**config.mk**
```make
export PLATFORM = sky130hd
export DESIGN_NAME = mac_operand_feeder
export DESIGN_NICKNAME = d
export VERILOG_FILES = /design/src/rtl/mac_operand_feeder.sv
export SDC_FILE = /design/constraint.sdc
export NUM_CORES = 1
export LEC_CHECK = 0
export CORE_MARGIN = 1.5
export CORE_UTILIZATION = 30
export CTS_CLUSTER_SIZE = 24
export DETAILED_ROUTE_END_ITERATION = 8
export PLACE_DENSITY = 0.51
export SLEW_MARGIN = 25
export SYNTH_ARGS = -nofsm -noshare
export SYNTH_HDL_FRONTEND = slang
export SYNTH_SLANG_ARGS = --single-unit
```
**constraint.sdc**
```tcl
create_clock -name clk -period 9.5 [get_ports clk]
set_input_delay 1.425 -clock clk [delete_from_list [all_inputs] [get_ports clk]]
set_output_delay 1.425 -clock clk [all_outputs]
set_load 0.05 [all_outputs]
```
**src/rtl/mac_operand_feeder.sv**
```systemverilog
// Operand FIFO and dot-product framer in front of the TPU MAC: clear, issue pairs, drain, strobe.
// Optional FEEDER_NEG_ZERO_FILTER_EN: issued operands equal to 8'h80 are driven as 8'h00.
module mac_operand_feeder #(
   parameter int DEPTH   = 8,
   parameter int MAC_LAT = 1
) (
   input  logic                   clk,
   input  logic                   reset,
   input  logic                   wr_valid,
   output logic                   wr_ready,
   input  logic [7:0]             wr_a,
   input  logic [7:0]             wr_b,
   input  logic                   wr_last,
   output logic [7:0]             mac_in1,
   output logic [7:0]             mac_in2,
   output logic                   mac_clr,
   output logic                   mac_out_HL,
   output logic [$clog2(DEPTH):0] fifo_count,
   output logic                   busy,
   output logic                   underrun
);
   localparam int AW = $clog2(DEPTH);
   localparam int CW = AW + 1;
   localparam int LW = (MAC_LAT > 1) ? $clog2(MAC_LAT) : 1;

   typedef enum logic [2:0] {
      IDLE   = 3'd0,
      CLEAR  = 3'd1,
      ISSUE  = 3'd2,
      DRAIN  = 3'd3,
      STROBE = 3'd4
   } state_t;

   logic [16:0]   mem_r [DEPTH];
   logic [AW-1:0] wptr_r;
   logic [AW-1:0] rptr_r;
   logic [CW-1:0] count_r;
   logic          wr_ready_r;
   state_t        state_r;
   logic [LW-1:0] lat_r;
   logic [7:0]    in1_r;
   logic [7:0]    in2_r;
   logic          clr_r;
   logic          strobe_r;
   logic          busy_r;
   logic          underrun_r;

   logic          push_s;
   logic          pop_s;
   logic [16:0]   head_s;
   logic [CW-1:0] count_nxt_s;

   function automatic logic [7:0] issue_operand(input logic [7:0] x);
`ifdef FEEDER_NEG_ZERO_FILTER_EN
      if (x == 8'h80) begin
         return 8'h00;
      end else begin
         return x;
      end
`else
      return x;
`endif
   endfunction

   // Handshake, pop decision and next FIFO occupancy.
   always_comb begin
      push_s      = wr_valid && wr_ready_r;
      pop_s       = (state_r == ISSUE) && (count_r != {CW{1'b0}});
      head_s      = mem_r[rptr_r];
      count_nxt_s = count_r;
      case ({push_s, pop_s})
         2'b10:   count_nxt_s = count_r + 1'b1;
         2'b01:   count_nxt_s = count_r - 1'b1;
         default: count_nxt_s = count_r;
      endcase
   end

   // FIFO storage and pointers; wr_ready tracks the occupancy it will have next cycle.
   always_ff @(posedge clk) begin
      if (reset) begin
         wptr_r     <= {AW{1'b0}};
         rptr_r     <= {AW{1'b0}};
         count_r    <= {CW{1'b0}};
         wr_ready_r <= 1'b0;
      end else begin
         if (push_s) begin
            mem_r[wptr_r] <= {wr_last, wr_a, wr_b};
            wptr_r        <= wptr_r + 1'b1;
         end
         if (pop_s) begin
            rptr_r <= rptr_r + 1'b1;
         end
         count_r    <= count_nxt_s;
         wr_ready_r <= (count_nxt_s != CW'(DEPTH));
      end
   end

   // Vector framing FSM with registered MAC-side outputs.
   always_ff @(posedge clk) begin
      if (reset) begin
         state_r    <= IDLE;
         lat_r      <= {LW{1'b0}};
         in1_r      <= 8'h00;
         in2_r      <= 8'h00;
         clr_r      <= 1'b0;
         strobe_r   <= 1'b0;
         busy_r     <= 1'b0;
         underrun_r <= 1'b0;
      end else begin
         in1_r    <= 8'h00;
         in2_r    <= 8'h00;
         clr_r    <= 1'b0;
         strobe_r <= 1'b0;
         busy_r   <= (state_r != IDLE) || (count_r != {CW{1'b0}});
         case (state_r)
            IDLE: begin
               if (count_r != {CW{1'b0}}) begin
                  state_r <= CLEAR;
               end
            end
            CLEAR: begin
               clr_r   <= 1'b1;
               state_r <= ISSUE;
            end
            ISSUE: begin
               if (pop_s) begin
                  in1_r <= issue_operand(head_s[15:8]);
                  in2_r <= issue_operand(head_s[7:0]);
                  if (head_s[16]) begin
                     lat_r   <= LW'(MAC_LAT - 1);
                     state_r <= DRAIN;
                  end
               end else begin
                  underrun_r <= 1'b1;
               end
            end
            DRAIN: begin
               if (lat_r == {LW{1'b0}}) begin
                  state_r <= STROBE;
               end else begin
                  lat_r <= lat_r - 1'b1;
               end
            end
            STROBE: begin
               strobe_r <= 1'b1;
               state_r  <= IDLE;
            end
            default: begin
               state_r <= IDLE;
            end
         endcase
      end
   end

   assign wr_ready   = wr_ready_r;
   assign mac_in1    = in1_r;
   assign mac_in2    = in2_r;
   assign mac_clr    = clr_r;
   assign mac_out_HL = strobe_r;
   assign fifo_count = count_r;
   assign busy       = busy_r;
   assign underrun   = underrun_r;
endmodule

```
Yosys cells after proc, flatten, opt, wreduce, memory -nomap -nowiden:

Memory sizes are Yosys's and may differ from the RTL's. A register that Yosys moved wholly into a read port is not among the register bits.
Cells that the tools add are included.

* add/subtract/negate cells: 5
* equal/unequal tests: 11
* mux-type cells: 17
* bitwise gates (word level): 2
* reduce and logical (&&, ||, !) cells: 11

Operator list (count)
* 3-bit 2-to-1 mux: 6
* 3-bit one-hot mux with 4 select lines: 1
* 1-bit 2-to-1 mux: 8
* 2-bit inequality test (second input constant): 4
* 4-bit one-hot mux with 2 select lines: 1
* 3-bit by 1-bit adder with 3-bit output (second input constant): 2
* 3-bit by 2-bit equality test with 1-bit output (second input constant): 2
* 4-bit by 1-bit adder with 4-bit output (second input constant): 1
* 4-bit inequality test (second input constant): 1
* 4-bit AND reduction: 1
* 4-bit nonzero test: 1
* 4-bit by 1-bit subtractor with 4-bit output (second input constant): 1
* 3-bit by 1-bit equality test with 1-bit output (second input constant): 1
* 3-bit equality test (second input constant): 1
* 3-bit logical NOT: 1
* 3-bit AND reduction: 1
* 3-bit nonzero test: 1
* 3-bit OR reduction: 1
* 2-bit by 1-bit equality test with 1-bit output (second input constant): 1
* 2-bit equality test (second input constant): 1
* 1-bit logical AND: 2
* 1-bit inverter: 2
* 1-bit one-hot mux with 2 select lines: 1
* 2-bit AND reduction: 1
* other kinds (3): 3

* register bits after elaboration: 35
* bits in writable memories: 136
* output and inout port bits: 25
* word-level logic and storage cells: 59
* memories: 1

Memory list
* mem_r: words 8, bits a word 17, rd ports 1, clocked after memory_dff 1, wr ports 1, line 34 `logic [16:0] mem_r [DEPTH];`

Depth between registers and ports, before layout:

* word-level depth: 5
* depth in mapped cells: 11

Worst setup path before layout:

No wires, ideal clock.

* kind: input port to flip-flop
* start: in wr_valid
* end: mem mem_r[2][0], enable pin
* data arrival time: 3744 ps
* required time: 9059 ps
* path slack: 5315 ps
* stages on the path: 3
* buffers on the path: 0
* cell sequence: nand2_1 or2_2 nor4b_1

* cells in the longest elaborated chain, start to end: 4

RTL lines
* start: declaration: line 9 `input logic wr_valid,`
* 1-bit logical AND: line 67 `push_s = wr_valid && wr_ready_r;`
* 1-bit 2-to-1 mux: line 86 `if (push_s) begin`
* 1-bit 2-to-1 mux: line 80 `if (reset) begin`
* 1-bit 2-to-1 mux (implied by the code): line 87 `mem_r[wptr_r] <= {wr_last, wr_a, wr_b};`
* end: declaration: line 34

No other way between the ends.

Worst setup path in the final report:

* start: reg count_r[1] (netlist: fifo_count[1])
* end: out fifo_count[1]

RTL lines
* start: declaration: line 37 `logic [CW-1:0] count_r;`
* start signal: assignment: line 83 `count_r <= {CW{1'b0}};`
* start signal: assignment: line 93 `count_r <= count_nxt_s;`
* end: declaration: line 18 `output logic [$clog2(DEPTH):0] fifo_count,`

No word-level cell between the ends.

==> flow_metrics.py <==
metrics = {
    "synth": {
        "synth_flop_cell": "edfxtp_1",
        "syn_nets": 354,
        "syn_area_per_cell_sq_um": 19.5,
        "synth_most_common_cell": "edfxtp_1",
        "synth_top_cells_by_area": "edfxtp_1, mux4_2, dfxtp_1",
        "synth.top_cells.by_count": "edfxtp_1, dfxtp_1, mux4_2",
        "synthesis.area_sq_um": 6420,
        "synth_seq_cells": 173,
        "ys_seq_area_share_pct": 75.2,
        "synthDistinctLibCells": 34,
        "synth_edf_count": 136,
        "async_reset_ff_share_pct": 0,
        "yosys.area.top_type": "edfxtp_1",
        "ys_warn_count": 0,
        "synth_top_area_share_pct": 63.6,
        "postSynthCellCount": 329,
    },
    "grt": {
        "grt-ovfl-total": 0,
        "antenna_found_initial": 0,
        "grt_pass1_vias": 3296,
        "grt_max_degree": 35,
        "track_usage_pct": 11.5,
        "grt_pass1_wl_um": 18500,
    },
    "detailed_routing": {
        "drtIter0Drc": 169,
        "ant_nets": 0,
        "drt-vias-per-instance": 4.55,
        "vias": 3075,
        "routedWlPerCell_um": 17.7,
        "drc": 0,
        "dr.pass1.iters": 4,
        "routed_wl_um": 11900,
    },
    "run_status": {
        "status": "finished, final reports clean",
    },
    "place": {
        "dpl_cell_area_sq_um": 7230,
        "place_ws_ns": 5.91,
        "port_buffers": 44,
        "hpwl_um": 6570,
        "gp_congestion": 0.661,
    },
    "setup_path": {
        "crit_fanout": 9,
        "cp_num_buf_inv": 1,
        "critical_path_class": "flip-flop to primary output",
        "cp-start-kind": "flip-flop",
        "crit_required_ns": 8.08,
        "crit_arrival_ns": 1.84,
        "end_kind": "primary output",
        "cpPeakStageDelay_ns": 0.88,
        "path_delay_family": "buffers and inverters",
        "slowest_stage": "clkdlybuf4s50_1",
        "path_cells": "clkdlybuf4s50_1",
    },
    "timing": {
        "final.min_clock_period_ns": 3.26,
        "worst_pin_slew_ns": 0.722,
        "period_share_pct": 34.3,
        "rsz0062_at_grt": "false",
        "max-slew-margin-rel_pct": 51.8,
        "setup_violations": 0,
        "fin_ws_ns": 6.24,
        "fmax_ghz": 0.307,
        "finClkSkew_ns": 0.00956,
        "drv_slew": 0,
        "hold_violations": 0,
        "fin_setup_tns_ns": 0,
    },
    "die": {
        "die_x_um": 149,
        "die-area_sq_um": 22300,
        "initial_core_util_pct": 30.5,
        "fp.dieH_um": 149,
        "core_sq_um": 21000,
        "row_count": 53,
        "io_pins": 45,
    },
    "layout": {
        "final_core_util_pct": 37.1,
        "antenna_cells": 0,
        "area_growth_pct": 21.5,
        "final_layout_size_suffix_gt1_share_pct": 21.2,
        "stdcell_area_sq_um": 7800,
        "finalNetCount": 413,
        "fill_cells": 1914,
    },
    "clock_tree": {
        "root_buffer": "clkbuf_16",
        "clock-sinks": 173,
        "cts_resized": 0,
        "clock_latency_ns": 0.41,
        "max-clock-path-buffers": 2,
        "cts_max_level": 4,
        "post_cts_buffers": 0,
        "clk_pin_slew_ns": 0.06,
        "cts_inserted_buffers": 17,
        "cts_hold_buf": 0,
        "cts_tree": "done",
    },
    "min_path": {
        "hold_path.class": "flip-flop to flip-flop",
    },
    "power": {
        "total_power_mw": 1.57,
        "leakage_nw": 2.44,
        "irDropWorstVdd_mv": 0.143,
        "p_per_area_nw_per_um2": 202,
    },
    "job": {
        "drv_cap": 0,
    },
}
==> cell type report <==
class	instances	area, sq um	area share (%)
sequential	173	4830	61.9
inverter	2	7.51	0.0962
tap	275	344	4.41
clock inverter	10	114	1.46
timing repair buffer	56	531	6.80
clock buffer	22	454	5.82
multi-input combinational	138	1520	19.5
==> kinds of logic after synthesis <==
logic type,share of synthesized area [%]
adder cells (fa/ha/maj),0.974
multiplexers,14.9
XOR/XNOR,1.36
flip-flops,75.2
AO/OA/AOI/OAI,1.13
AND/OR/NAND/NOR,4.83
buffers and inverters,1.66
==> registers in the layout, indices dropped and copies added, names as in the netlist, 3 cells and up, named ones only <==
name	cells
mac_in1	8
mac_in2	8
mem_r	136
state_r	3
wptr_r	3
fifo_count	4
rptr_r	3
==> worst reg2reg max path: cells and delay by family (launching register included) <==
family                     cells  cell delay, ns
AOI/OAI and AO/OA              2            0.26
xor gates and xnor gates       3            0.48
adders and majority gates      2            0.58
DFF                            1            0.55
and+or+nand+nor                3            0.59
==> power by group <==
part	leakage, nW	internal, mW	total [mW]	switching, mW
Sequential	1.53	0.825	0.833	0.00817
Combinational	0.646	0.0320	0.0735	0.0415
Clock	0.268	0.394	0.666	0.272
Total	2.44	1.25	1.57	0.322
==> worst paths after layout <==
| kind | startpoint | slack [ns] | cells past startpoint | end |
|---|---|---|---|---|
| setup / recovery | fifo_count[1] | 6.24 | 1 | fifo_count[1] |
| hold / removal | underrun | 0.47 | 2 | underrun |
| setup reg to reg | fifo_count[1] | 6.94 | 10 | wr_ready |
| hold reg to reg | underrun | 0.47 | 2 | underrun |
==> metrics by stage <==
stage / instances / hold WS (ns)
after floorplan: 329 / 0.485
after global placement: 644 / 0.458
after detailed placement: 644 / 0.472
after CTS: 676 / 0.484
after global routing: 676 / 0.524
final: 676 / 0.473
==> layout by cell type (no fill, tap or decap), types with 3 or more instances in the layout <==
| master | n |
|---|---|
| nor2_1 | 33 |
| mux4_2 | 34 |
| buf_4 | 12 |
| nand3_1 | 4 |
| a21oi_1 | 3 |
| dfxtp_1 | 36 |
| mux2i_1 | 19 |
| nand2_1 | 3 |
| edfxtp_1 | 136 |
| clkbuf_1 | 4 |
| clkdlybuf4s50_1 | 44 |
| a31oi_1 | 3 |
| xnor2_1 | 4 |
| xor2_1 | 6 |
| clkinvlp_4 | 3 |
| ha_1 | 5 |
| clkbuf_16 | 17 |
==> layer usage <==
layer / routed length, um / vias up / track usage, %
met2: 5880 / 52 / 18.8
met1: 5450 / 1604 / 14.6
met5: 0 / - / 0
met3: 549 / 7 / 3.82
li1: - / 1412 / -
met4: 58 / 0 / 3.42
No activity file was read; power rests on OpenSTA's default activity.
